### src/rtl/dmem_arbiter_pkg.sv
// Shared definitions for the data-RAM arbiter: owner/state encoding.
package dmem_arbiter_pkg;
  localparam int ST_W = 2;

  typedef enum logic [ST_W-1:0] {
    ST_IDLE = 2'd0,
    ST_CPU  = 2'd1,
    ST_DMA  = 2'd2
  } state_t;

  function automatic logic is_owner(input state_t own, input state_t who);
    return own == who;
  endfunction
endpackage

### src/rtl/dmem_arbiter_sat_counter.sv
// Saturating up-counter with synchronous clear (clear wins) and async reset.
module sat_counter #(
  parameter int WIDTH = 3,
  parameter int MAX   = 4
) (
  input  logic             i_clk,
  input  logic             i_rst,
  input  logic             i_inc,
  input  logic             i_clr,
  output logic [WIDTH-1:0] o_cnt
);
  logic [WIDTH-1:0] r_cnt;

  always_ff @(posedge i_clk or posedge i_rst) begin
    if (i_rst)                                   r_cnt <= '0;
    else if (i_clr)                              r_cnt <= '0;
    else if (i_inc && r_cnt != WIDTH'(MAX))      r_cnt <= r_cnt + 1'b1;
  end

  assign o_cnt = r_cnt;
endmodule

### src/rtl/dmem_arbiter.sv
// Single-port data RAM arbiter: CPU priority, starvation escape for DMA,
// bounded DMA lock bursts. Grant is combinational; owner is registered.
module dmem_arbiter
  import dmem_arbiter_pkg::*;
#(
  parameter int DATA_WIDTH     = 32,
  parameter int DATA_BUS_WIDTH = 17,
  parameter int STARVE_LIMIT   = 4,
  parameter int MAX_BURST      = 8
) (
  input  logic                      clk,
  input  logic                      reset,
  input  logic                      cpu_read,
  input  logic                      cpu_write,
  input  logic [DATA_BUS_WIDTH-1:0] cpu_adr,
  input  logic [DATA_WIDTH-1:0]     cpu_wd,
  output logic [DATA_WIDTH-1:0]     cpu_rd,
  output logic                      cpu_stall,
  input  logic                      dma_req,
  input  logic                      dma_we,
  input  logic                      dma_lock,
  input  logic [DATA_BUS_WIDTH-1:0] dma_adr,
  input  logic [DATA_WIDTH-1:0]     dma_wd,
  output logic                      dma_gnt,
  output logic [DATA_WIDTH-1:0]     dma_rd,
  output logic                      dma_valid,
  output logic                      mem_we,
  output logic [DATA_BUS_WIDTH-1:0] mem_adr,
  output logic [DATA_WIDTH-1:0]     mem_wd,
  input  logic [DATA_WIDTH-1:0]     mem_rd
);
  localparam int SW = $clog2(STARVE_LIMIT + 1);
  localparam int BW = $clog2(MAX_BURST + 1);

  state_t                r_state;
  state_t                w_owner;
  logic [SW-1:0]         w_streak;
  logic [BW-1:0]         w_burst;
  logic                  w_cpu_req, w_gnt_cpu, w_gnt_dma, w_in_dma, w_rule_a;
  logic [DATA_WIDTH-1:0] r_dma_rd;
  logic                  r_dma_valid;

  assign w_cpu_req = cpu_read | cpu_write;
  assign w_in_dma  = (r_state == ST_DMA);
  assign w_rule_a  = w_in_dma & dma_req & dma_lock & (w_burst < BW'(MAX_BURST));

  // Reset gates every grant so nothing reaches the RAM while it is held.
  always_comb begin
    w_owner = ST_IDLE;
    if (!reset) begin
      if (w_rule_a)                                             w_owner = ST_DMA;
      else if (w_cpu_req && dma_req && w_streak == SW'(STARVE_LIMIT)) w_owner = ST_DMA;
      else if (w_cpu_req)                                       w_owner = ST_CPU;
      else if (dma_req)                                         w_owner = ST_DMA;
    end
  end

  assign w_gnt_cpu = is_owner(w_owner, ST_CPU);
  assign w_gnt_dma = is_owner(w_owner, ST_DMA);

  sat_counter #(.WIDTH(SW), .MAX(STARVE_LIMIT)) u_streak (
    .i_clk (clk),
    .i_rst (reset),
    .i_inc (w_gnt_cpu & dma_req),
    .i_clr (w_gnt_dma | ~dma_req),
    .o_cnt (w_streak)
  );

  // Burst count restarts on both entry to and exit from DMA ownership.
  sat_counter #(.WIDTH(BW), .MAX(MAX_BURST)) u_burst (
    .i_clk (clk),
    .i_rst (reset),
    .i_inc (w_rule_a & w_cpu_req),
    .i_clr (w_gnt_dma ^ w_in_dma),
    .o_cnt (w_burst)
  );

  always_ff @(posedge clk or posedge reset) begin
    if (reset) begin
      r_state     <= ST_IDLE;
      r_dma_rd    <= '0;
      r_dma_valid <= 1'b0;
    end else begin
      r_state     <= w_owner;
      r_dma_valid <= w_gnt_dma & ~dma_we;
      if (w_gnt_dma && !dma_we) r_dma_rd <= mem_rd;
    end
  end

  always_comb begin
    mem_we  = 1'b0;
    mem_adr = '0;
    mem_wd  = '0;
    if (w_gnt_cpu) begin
      mem_we  = cpu_write;
      mem_adr = cpu_adr;
      mem_wd  = cpu_wd;
    end else if (w_gnt_dma) begin
      mem_we  = dma_we;
      mem_adr = dma_adr;
      mem_wd  = dma_wd;
    end
  end

  assign cpu_rd    = mem_rd;
  assign cpu_stall = w_cpu_req & ~w_gnt_cpu & ~reset;
  assign dma_gnt   = dma_req & w_gnt_dma;
  assign dma_rd    = r_dma_rd;
  assign dma_valid = r_dma_valid;
endmodule

### config.mk
export PLATFORM = sky130hd
export DESIGN_NAME = dmem_arbiter
export DESIGN_NICKNAME = d
export VERILOG_FILES = /design/src/rtl/dmem_arbiter_pkg.sv /design/src/rtl/dmem_arbiter_sat_counter.sv /design/src/rtl/dmem_arbiter.sv
export SDC_FILE = /design/constraint.sdc
export NUM_CORES = 1
export LEC_CHECK = 0
export CORE_AREA = 2 2 98 100
export CTS_BUF_LIST = sky130_fd_sc_hd__clkbuf_4 sky130_fd_sc_hd__clkbuf_8
export DETAILED_ROUTE_END_ITERATION = 6
export DIE_AREA = 0 0 100 102
export MAX_ROUTING_LAYER = met4
export PLACE_DENSITY_LB_ADDON = 0.05
export SLEW_MARGIN = 25
export SYNTH_ARGS = -nofsm -noshare
export SYNTH_HDL_FRONTEND = slang
export SYNTH_SLANG_ARGS = --single-unit
### constraint.sdc
create_clock -name clk -period 7.6 [get_ports clk]
set_clock_uncertainty 0.2 [all_clocks]
set_input_delay 1.52 -clock clk [delete_from_list [all_inputs] [get_ports clk]]
set_output_delay 1.52 -clock clk [all_outputs]
set_load 0.02 [all_outputs]
After elaboration in Yosys (flattened, before gate mapping):

Cells that the tools add are included.

* add/subtract/negate cells: 2
* $mul: 0
* divide/modulo/power cells: 0
* $lt $le $gt $ge: 1
* eq/ne operators: 6
* shifts and indexed selects: 0
* mux-type cells: 15
* bitwise logic cells: 16
* reduce and logical (&&, ||, !) cells: 8

Operators with widths (number)
* $mux W32: 2
* $mux W17: 2
* $mux W2: 5
* $and A1 B1 Y1: 9
* $mux W4: 2
* $mux W3: 2
* $logic_and A1 B1 Y1: 5
* $add A4 B1 Y4 const B: 1
* $eq A2 B2 Y1 const B: 2
* $lt A4 B4 Y1 const B: 1
* $ne A4 B4 Y1 const B: 1
* $not A1 Y1: 4
* $reduce_bool A2 Y1: 2
* $add A3 B1 Y3 const B: 1
* $eq A3 B3 Y1 const B: 1
* $ne A3 B3 Y1 const B: 1
* $eq A2 B1 Y1 const B: 1
* $mux W1: 2
* $or A1 B1 Y1: 2
* $logic_not A1 Y1: 1
* $xor A1 B1 Y1: 1

* register bits: 42
* latch bits: 0
* RAM bits: 0
* memory bits (read-only): 0
* bits of input ports: 137
* output and inout port bits: 117
* memories: 0

Logic depth before layout (Yosys ltp):

Gate-level depths: netlist of the first run.

* word-level depth: 11
* mapped depth: 8
* depth with buffers taken out: 6

Hierarchy:

From an unflattened synthesis of the first run, not the netlist that was laid out.

* cells, all modules: 224
* area, all modules: 2737.6 um2

Modules (own cells, without submodules)
* dmem_arbiter: instances 1, cells each 182, area each 2303.5 um2, sequential area each 875.8 um2
* sat_counter at u_burst: instances 1, cells each 24, area each 236.5 um2, sequential area each 100.1 um2
* sat_counter at u_streak: instances 1, cells each 18, area each 197.7 um2, sequential area each 75.1 um2

Worst setup path before layout of the first run:

No wires, ideal clock.

* path type: in2out
* start: input port reset
* end: output port mem_adr[10]
* arrival: 3.718 ns
* path slack: 2.162 ns
* cell stages on the path: 5
* path buffers: 1
* path through: inv_1 > o21ai_0 > a21oi_1 > clkbuf_1 > a22o_1

* longest elaborated chain between the ends: 4
* elaborated cells between the ends (all ways): 5
* those cells by class: eq/ne: 2; mux: 3

RTL lines
* start: declaration: RTL line dmem_arbiter.sv:12 `input logic reset,`
* $mux W2 *: RTL line dmem_arbiter.sv:50 `if (!reset) begin`
* $eq A2 B2 Y1: RTL line dmem_arbiter_pkg.sv:12 `return own == who;`
* $mux W17: RTL line dmem_arbiter.sv:98 `end else if (w_gnt_dma) begin`
* $mux W17 *: RTL line dmem_arbiter.sv:94 `if (w_gnt_cpu) begin`
* end: declaration: RTL line dmem_arbiter.sv:28 `output logic [DATA_BUS_WIDTH-1:0] mem_adr,`

Mark *: on every way between the ends. The rest lies on a longest branch, timed or not.

Worst setup path in the final report of the first run:

* start: input port dma_req
* end: output port mem_wd[5]

* longest elaborated chain between the ends: 8
* elaborated cells between the ends (all ways): 14
* those cells by class: eq/ne: 2; mux: 7; bitwise: 3; reduce/logical: 2

RTL lines
* start: declaration: RTL line dmem_arbiter.sv:19 `input logic dma_req,`
* $and A1 B1 Y1, or another cell as far along (2 in a row): RTL line dmem_arbiter.sv:45 `assign w_rule_a = w_in_dma & dma_req & dma_lock & (w_burst < BW'(MAX_BURST));`
* $and A1 B1 Y1 or $mux W2 (tied branches): RTL line dmem_arbiter.sv:45, dmem_arbiter.sv:52
* $mux W2 *: RTL line dmem_arbiter.sv:51 `if (w_rule_a) w_owner = ST_DMA;`
* $mux W2 *: RTL line dmem_arbiter.sv:50
* $eq A2 B2 Y1: RTL line dmem_arbiter_pkg.sv:12
* $mux W32: RTL line dmem_arbiter.sv:98
* $mux W32 *: RTL line dmem_arbiter.sv:94
* end: declaration: RTL line dmem_arbiter.sv:29 `output logic [DATA_WIDTH-1:0] mem_wd,`

Marks and branches as above.

==> out/results.tsv, run 1 <==
stage	metric	value	unit
sta	final.setup.worst_slack	1.84	ns
route	first_iter_violations	84	
floorplan	ios	254	
grt	grtUsageTotal	17.2	%
floorplan	core_area	0.00911	sq mm
clock_network	clk_pin_slew	0.08	ns
clock_network	cts.sinks	42	
synth	synth.distinct_cells	28	
synth	synth_seq_cells	42	
worst_setup_path	r2r_cells	6	
grt	gr-total-overflow	0	
grt	grt_max_degree	51	
floorplan	die_area	0.0102	sq mm
clock_network	htree_levels	2	
synth	avgSynthCellArea	11.7	sq um
sta	tns	0	ns
sta	hold_violations	0	
pwr	p_total	0.845	mW
worst_setup_path	r2r-end	dma_rd[17]	
sta	finalMaxSlewViolations	0	
sta	tightest_slew	0.723	ns
job	drv_cap	0	
sta	max_freq	174	MHz
route	vias	2526	
synth	synth_edf_count	0	
placed_design	port_buffers	253	
clock_network	ctsHoldBuffers	0	
route	wirelength	9000	microns
final_layout	mostFrequentLayoutCell	clkdlybuf4s50_1	
final_layout	syn_to_final_growth	96.7	%
worst_setup_path	crit_slowest_cell	clkdlybuf4s50_1	
grt	grt_pass1_wl	13200	microns
grt	grt_pass1_vias	2558	
pwr	peakVddDrop	0.0785	mV
worst_setup_path	crit_path_max_fanout	28	
clock_network	cts-root-buf	clkbuf_8	
sta	rsz0062_at_grt	no	
route	avgRoutedWirePerCell	16.3	microns
synth	yosysSeqAreaShare	40.5	%
placed_design	dp_hpwl	7310	microns
synth	synth_nets	363	
route	firstDrtPassIters	4	
worst_setup_path	cpMostUsedCell	clkdlybuf4s50_1	
worst_setup_path	critPathMaxStageDelay	0.64	ns
route	vias_per_cell	4.58	
route	drtAntennaViolNets	0	
worst_setup_path	rrSetupSlack	5.24	ns
floorplan	num_rows	35	
grt	use_met2	31.2	%
sta	timing.final.crit_share	75.8	%
synth	synth_area	0.00260	sq mm
clock_network	clock_latency	0.29	ns
worst_setup_path	crit_end	mem_wd[5]	
final_layout	drive_gt1_share	10.2	%
worst_setup_path	crit_required	5.88	ns
clock_network	cts_resized	0	
route	drc_errors	0	
clock_network	cts_setup_buffers	0	
synth	async_flop_share	100	%
worst_setup_path	critPathArrivalTime	4.04	ns
synth	synth_warnings	0	
worst_setup_path	cp-start-kind	input pin	
worst_setup_path	worstSetupPathType	input pin to output pin	
hold_path	hp-class	flip-flop to flip-flop	
final_layout	layout_common_cells	253 x clkdlybuf4s50_1, 49 x a22o_1, 42 x dfrtp_1	
sta	setup_viol	0	
sta	slew_headroom	51.7	%
worst_setup_path	cp_cell_sequence	clkdlybuf4s50_1 > nand2b_1 > nor2_4 > buf_16 > a22o_1 > clkdlybuf4s50_1	
worst_setup_path	timing.rr.start	u_streak.o_cnt[0]	
clock_network	cts_buffer_depth	2	
run_status	status	completed	
worst_setup_path	cp-startpoint	dma_req	
grt	grt-busiest-layer	met2	
sta	fin_crit	5.76	ns
placed_design	dpl.cell_count	543	
synth	synthCells	222	
pwr	p_per_area	165	mW/mm^2
sta	hold_ws	0.296	ns
worst_setup_path	cp-end-kind	output pin	
floorplan	die_w	100	microns
final_layout	nFillCells	798	
placed_design	dpl_worst_slack	1.85	ns
grt	globalRouteMet1Util	18.6	%
final_layout	stdcell_count	551	
final_layout	nNetsFinal	580	
pwr	leakage	2.19	nW
final_layout	num_antenna_cells	0	
synth	synthFlopType	dfrtp_1	
floorplan	die-height	102	microns
grt	use_met3	4.31	%
placed_design	place.gp.congestion	0.791	
grt	antenna_found_initial	0	
clock_network	cts_made_buffers	5	
floorplan	start_util	28.5	%
clock_network	cts_tree	done	
## flip-flops by register name, indices dropped and copies added (netlist names)
register,flops
dma_rd,32
dma_valid,1
r_state,2
u_burst.o_cnt,4
u_streak.o_cnt,3
## synth_stat cells (2+ instances only)
cell type  number  area, sq um
a22o_1         49          429
a21oi_1         3         15.0
nand2b_1        4         25.0
o21ai_0         3         15.0
buf_4          32          240
mux2_4         29          435
mux2_1          3         33.8
nor2_1          8         30.0
clkbuf_1       10         37.5
inv_1           8         30.0
nand2_1         7         26.3
xnor2_1         3         26.3
or3_1           2         12.5
buf_6           3         33.8
dfrtp_1        42         1050
ha_1            4         50.1
## final cells by class
class | count | area (sq um) | area share (%)
clock buffer | 6 | 76.3 | 1.49
clock inverter | 2 | 13.8 | 0.269
inverter | 8 | 30.0 | 0.588
multi-input combinational | 126 | 1220 | 24.0
sequential | 42 | 1050 | 20.6
tap | 111 | 139 | 2.72
timing repair buffer | 256 | 2570 | 50.4
## metal layers
layer / up-vias / wire [microns]
met1: 1165 / 3390
met4: 0 / 185
met2: 142 / 4670
li1: 1208 / -
met3: 11 / 760
met5: - / 0
## worst max-delay path, delay by kind of cell
kind            cells  cell delay, ns
buf+inv             3            1.52
simple gates        2            0.83
compound gates      1            0.15
## where the power goes
group          switching (mW)  total (mW)  internal (mW)  leakage (nW)
registers              0.0234       0.290          0.267         0.527
clock network          0.0754       0.144         0.0684        0.0486
logic                   0.168       0.411          0.243          1.62
## metrics by stage
| step | util, % | instance area (sq um) |
|---|---|---|
| finish | 56.1 | 5110 |
| global route | 56.1 | 5110 |
| CTS | 56.0 | 5100 |
| detailed placement | 55.1 | 5010 |
| global placement | 54.8 | 4990 |
| floorplan | - | 2600 |
## how the worst min path moves through the flow
stage | cells past startpoint | from | endpoint | slack (ns)
after detailed placement | 1 | dma_rd[16] | dma_rd[16] | 0.28
after global routing | 1 | dma_rd[18] | dma_rd[18] | 0.32
after global placement | 1 | dma_rd[18] | dma_rd[18] | 0.27
final | 1 | dma_rd[16] | dma_rd[16] | 0.30
after CTS | 1 | dma_rd[16] | dma_rd[16] | 0.30
after floorplan | 2 | u_burst.o_cnt[3] | u_burst.o_cnt[3] | 0.28
## cell families (layout without fill, tap and decap cells)
logic type | count (synthesis) | after routing | synth area share (%)
AOI/OAI and AO/OA | 61 | 61 | 19.6
buffers and inverters | 54 | 272 | 13.3
DFF | 42 | 42 | 40.5
muxes | 32 | 32 | 18.1
and+or+nand+nor | 26 | 26 | 5.64
adders and majority gates | 4 | 4 | 1.93
xor gates and xnor gates | 3 | 3 | 1.01
Note: power is estimated with default switching activity, not from simulation.
==> inputs of run 2 (changes only) <==
Clock period 7.6 ns to 5.7 ns, I/O delays scaled along.
==> run 2 against run 1 <==
Against the previous run:
- via count up 0.59%
- largest cell class unchanged
- worst setup slack got worse by 0.92 ns
- critical path type unchanged
- routed wire length decreased by 2.6%
- die area is the same
- sequential share of layout area hardly changed
- clock power up 35%
- cell area about the same
- core utilization about the same
==> out/results.tsv, run 2 (synthesis gave the netlist of run 1 again) <==
stage	metric	value	unit	change
run_status	status	completed		
route	drtAntennaViolNets	0		unchanged
final_layout	syn_to_final_growth	96.6	%	about the same
route	vias_per_cell	4.61		+0.59%
final_layout	mostFrequentLayoutCell	clkdlybuf4s50_1		
route	wirelength	8760	microns	-2.6%
grt	gr-total-overflow	0		unchanged
final_layout	stdcell_count	551		unchanged
placed_design	dpl.cell_count	543		unchanged
sta	hold_violations	0		unchanged
sta	slew_headroom	58.6	%	+6.9 points
route	vias	2541		+0.59%
pwr	peakVddDrop	0.101	mV	+29%
route	avgRoutedWirePerCell	15.9	microns	-2.6%
floorplan	die_w	100	microns	unchanged
grt	grtUsageTotal	17.0	%	-0.21 points
final_layout	largest_reg_flops	32		unchanged
worst_setup_path	critPathArrivalTime	3.44	ns	-0.60 ns
clock_network	cts-root-buf	clkbuf_8		
hold_path	hp-class	flip-flop to flip-flop		
job	drv_cap	0		unchanged
clock_network	cts.sinks	42		unchanged
pwr	leakage	2.19	nW	-0.21%
final_layout	nNetsFinal	580		unchanged
sta	finalMaxSlewViolations	0		unchanged
clock_network	clk_pin_slew	0.07	ns	about the same
sta	timing.final.crit_share	83.8	%	
clock_network	cts_resized	0		unchanged
pwr	p_total	1.13	mW	+33%
pwr	p_per_area	221	mW/mm^2	+33%
worst_setup_path	worstSetupPathType	input pin to output pin		
placed_design	place.gp.congestion	0.803		+1.6%
worst_setup_path	cpMostUsedCell	clkdlybuf4s50_1		
floorplan	die_area	0.0102	sq mm	unchanged
floorplan	num_rows	35		unchanged
worst_setup_path	crit_required	4.36	ns	-1.52 ns
clock_network	htree_levels	2		unchanged
worst_setup_path	crit_path_max_fanout	50		+79%
floorplan	start_util	28.5	%	unchanged
sta	setup_viol	0		unchanged
worst_setup_path	cp-start-kind	input pin		
route	firstDrtPassIters	4		unchanged
final_layout	layout_common_cells	253 x clkdlybuf4s50_1, 49 x a22o_1, 42 x dfrtp_1		
grt	grt_pass1_vias	2644		+3.4%
grt	use_met3	4.45	%	+0.14 points
clock_network	ctsHoldBuffers	0		unchanged
floorplan	core_area	0.00911	sq mm	unchanged
grt	antenna_found_initial	0		unchanged
clock_network	cts_tree	done		
grt	grt-busiest-layer	met2		
clock_network	cts_setup_buffers	0		unchanged
worst_setup_path	cp-end-kind	output pin		
route	drc_errors	0		unchanged
worst_setup_path	cp_cell_sequence	clkdlybuf4s50_1 > clkinv_1 > o21ai_0 > a21oi_4 > buf_4 > a22o_1 > clkdlybuf4s50_1		
floorplan	ios	254		unchanged
grt	grt_max_degree	51		unchanged
final_layout	num_antenna_cells	0		unchanged
route	first_iter_violations	50		-40%
final_layout	drive_gt1_share	10.2	%	unchanged
worst_setup_path	crit_slowest_cell	clkdlybuf4s50_1		
sta	rsz0062_at_grt	no		
clock_network	cts_buffer_depth	2		unchanged
floorplan	die-height	102	microns	unchanged
placed_design	dp_hpwl	7160	microns	-2.0%
grt	globalRouteMet1Util	18.2	%	-0.35 points
placed_design	port_buffers	253		unchanged
grt	use_met2	30.1	%	-1.0 points
grt	grt_pass1_wl	13100	microns	-0.42%
placed_design	placed_area	0.00501	sq mm	-0.15%
final_layout	final_area	0.00511	sq mm	about the same
sta	tightest_slew	0.615	ns	-0.108 ns
hold_path	holdPathStages	1		unchanged
sta	fin_crit	4.78	ns	
clock_network	clock_latency	0.28	ns	about the same
worst_setup_path	r2r_cells	6		unchanged
clock_network	cts_made_buffers	5		unchanged
worst_setup_path	critPathMaxStageDelay	0.66	ns	+0.02 ns
sta	hold_ws	0.296	ns	-0.000915 ns
sta	max_freq	209	MHz	
sta	tns	0	ns	unchanged
run 2: report_power, final:
part	total (mW)	switching [mW]	internal (mW)	leakage, nW
registers	0.386	0.0302	0.356	0.527
clock network	0.194	0.0969	0.0973	0.0472
logic	0.546	0.222	0.324	1.62
run 2: area by class of cell:
cell class | instances | area [sq um]
Multi-Input combinational cell | 126 | 1220
Clock inverter | 2 | 12.5
Sequential cell | 42 | 1050
Tap cell | 111 | 139
Inverter | 8 | 30.0
Clock buffer | 6 | 82.6
Fill cell | 827 | 4000
Timing Repair Buffer | 256 | 2570
run 2: metrics by stage:
| stage | util (%) | setup slack [ns] |
|---|---|---|
| after floorplan | - | 1.02 |
| after global placement | 55.0 | 0.923 |
| after detailed placement | 55.0 | 0.927 |
| after CTS | 56.0 | 0.926 |
| after global routing | 56.1 | 0.790 |
| final | 56.1 | 0.924 |
run 2: final timing paths:
check / start / end / slack [ns]
worst max-delay path: reset / mem_wd[14] / 0.92
worst min-delay path: dma_rd[18] / dma_rd[18] / 0.30
worst max register to register: u_streak.o_cnt[0] / dma_rd[17] / 3.35
worst min register to register: dma_rd[18] / dma_rd[18] / 0.30
max in group asynchronous: reset / dma_rd[13] / 3.68
min in group asynchronous: reset / u_streak.o_cnt[0] / 1.23
run 2: critical path: cells and delay by family:
family,cells,cell delay [ns]
buffers and inverters,4,1.68
AO/OA/AOI/OAI,3,0.60
run 2: metal layers:
| layer | vias to the layer above | routed length, microns |
|---|---|---|
| met5 | - | 0 |
| met4 | 0 | 265 |
| li1 | 1214 | - |
| met3 | 15 | 774 |
| met1 | 1170 | 3190 |
| met2 | 142 | 4530 |
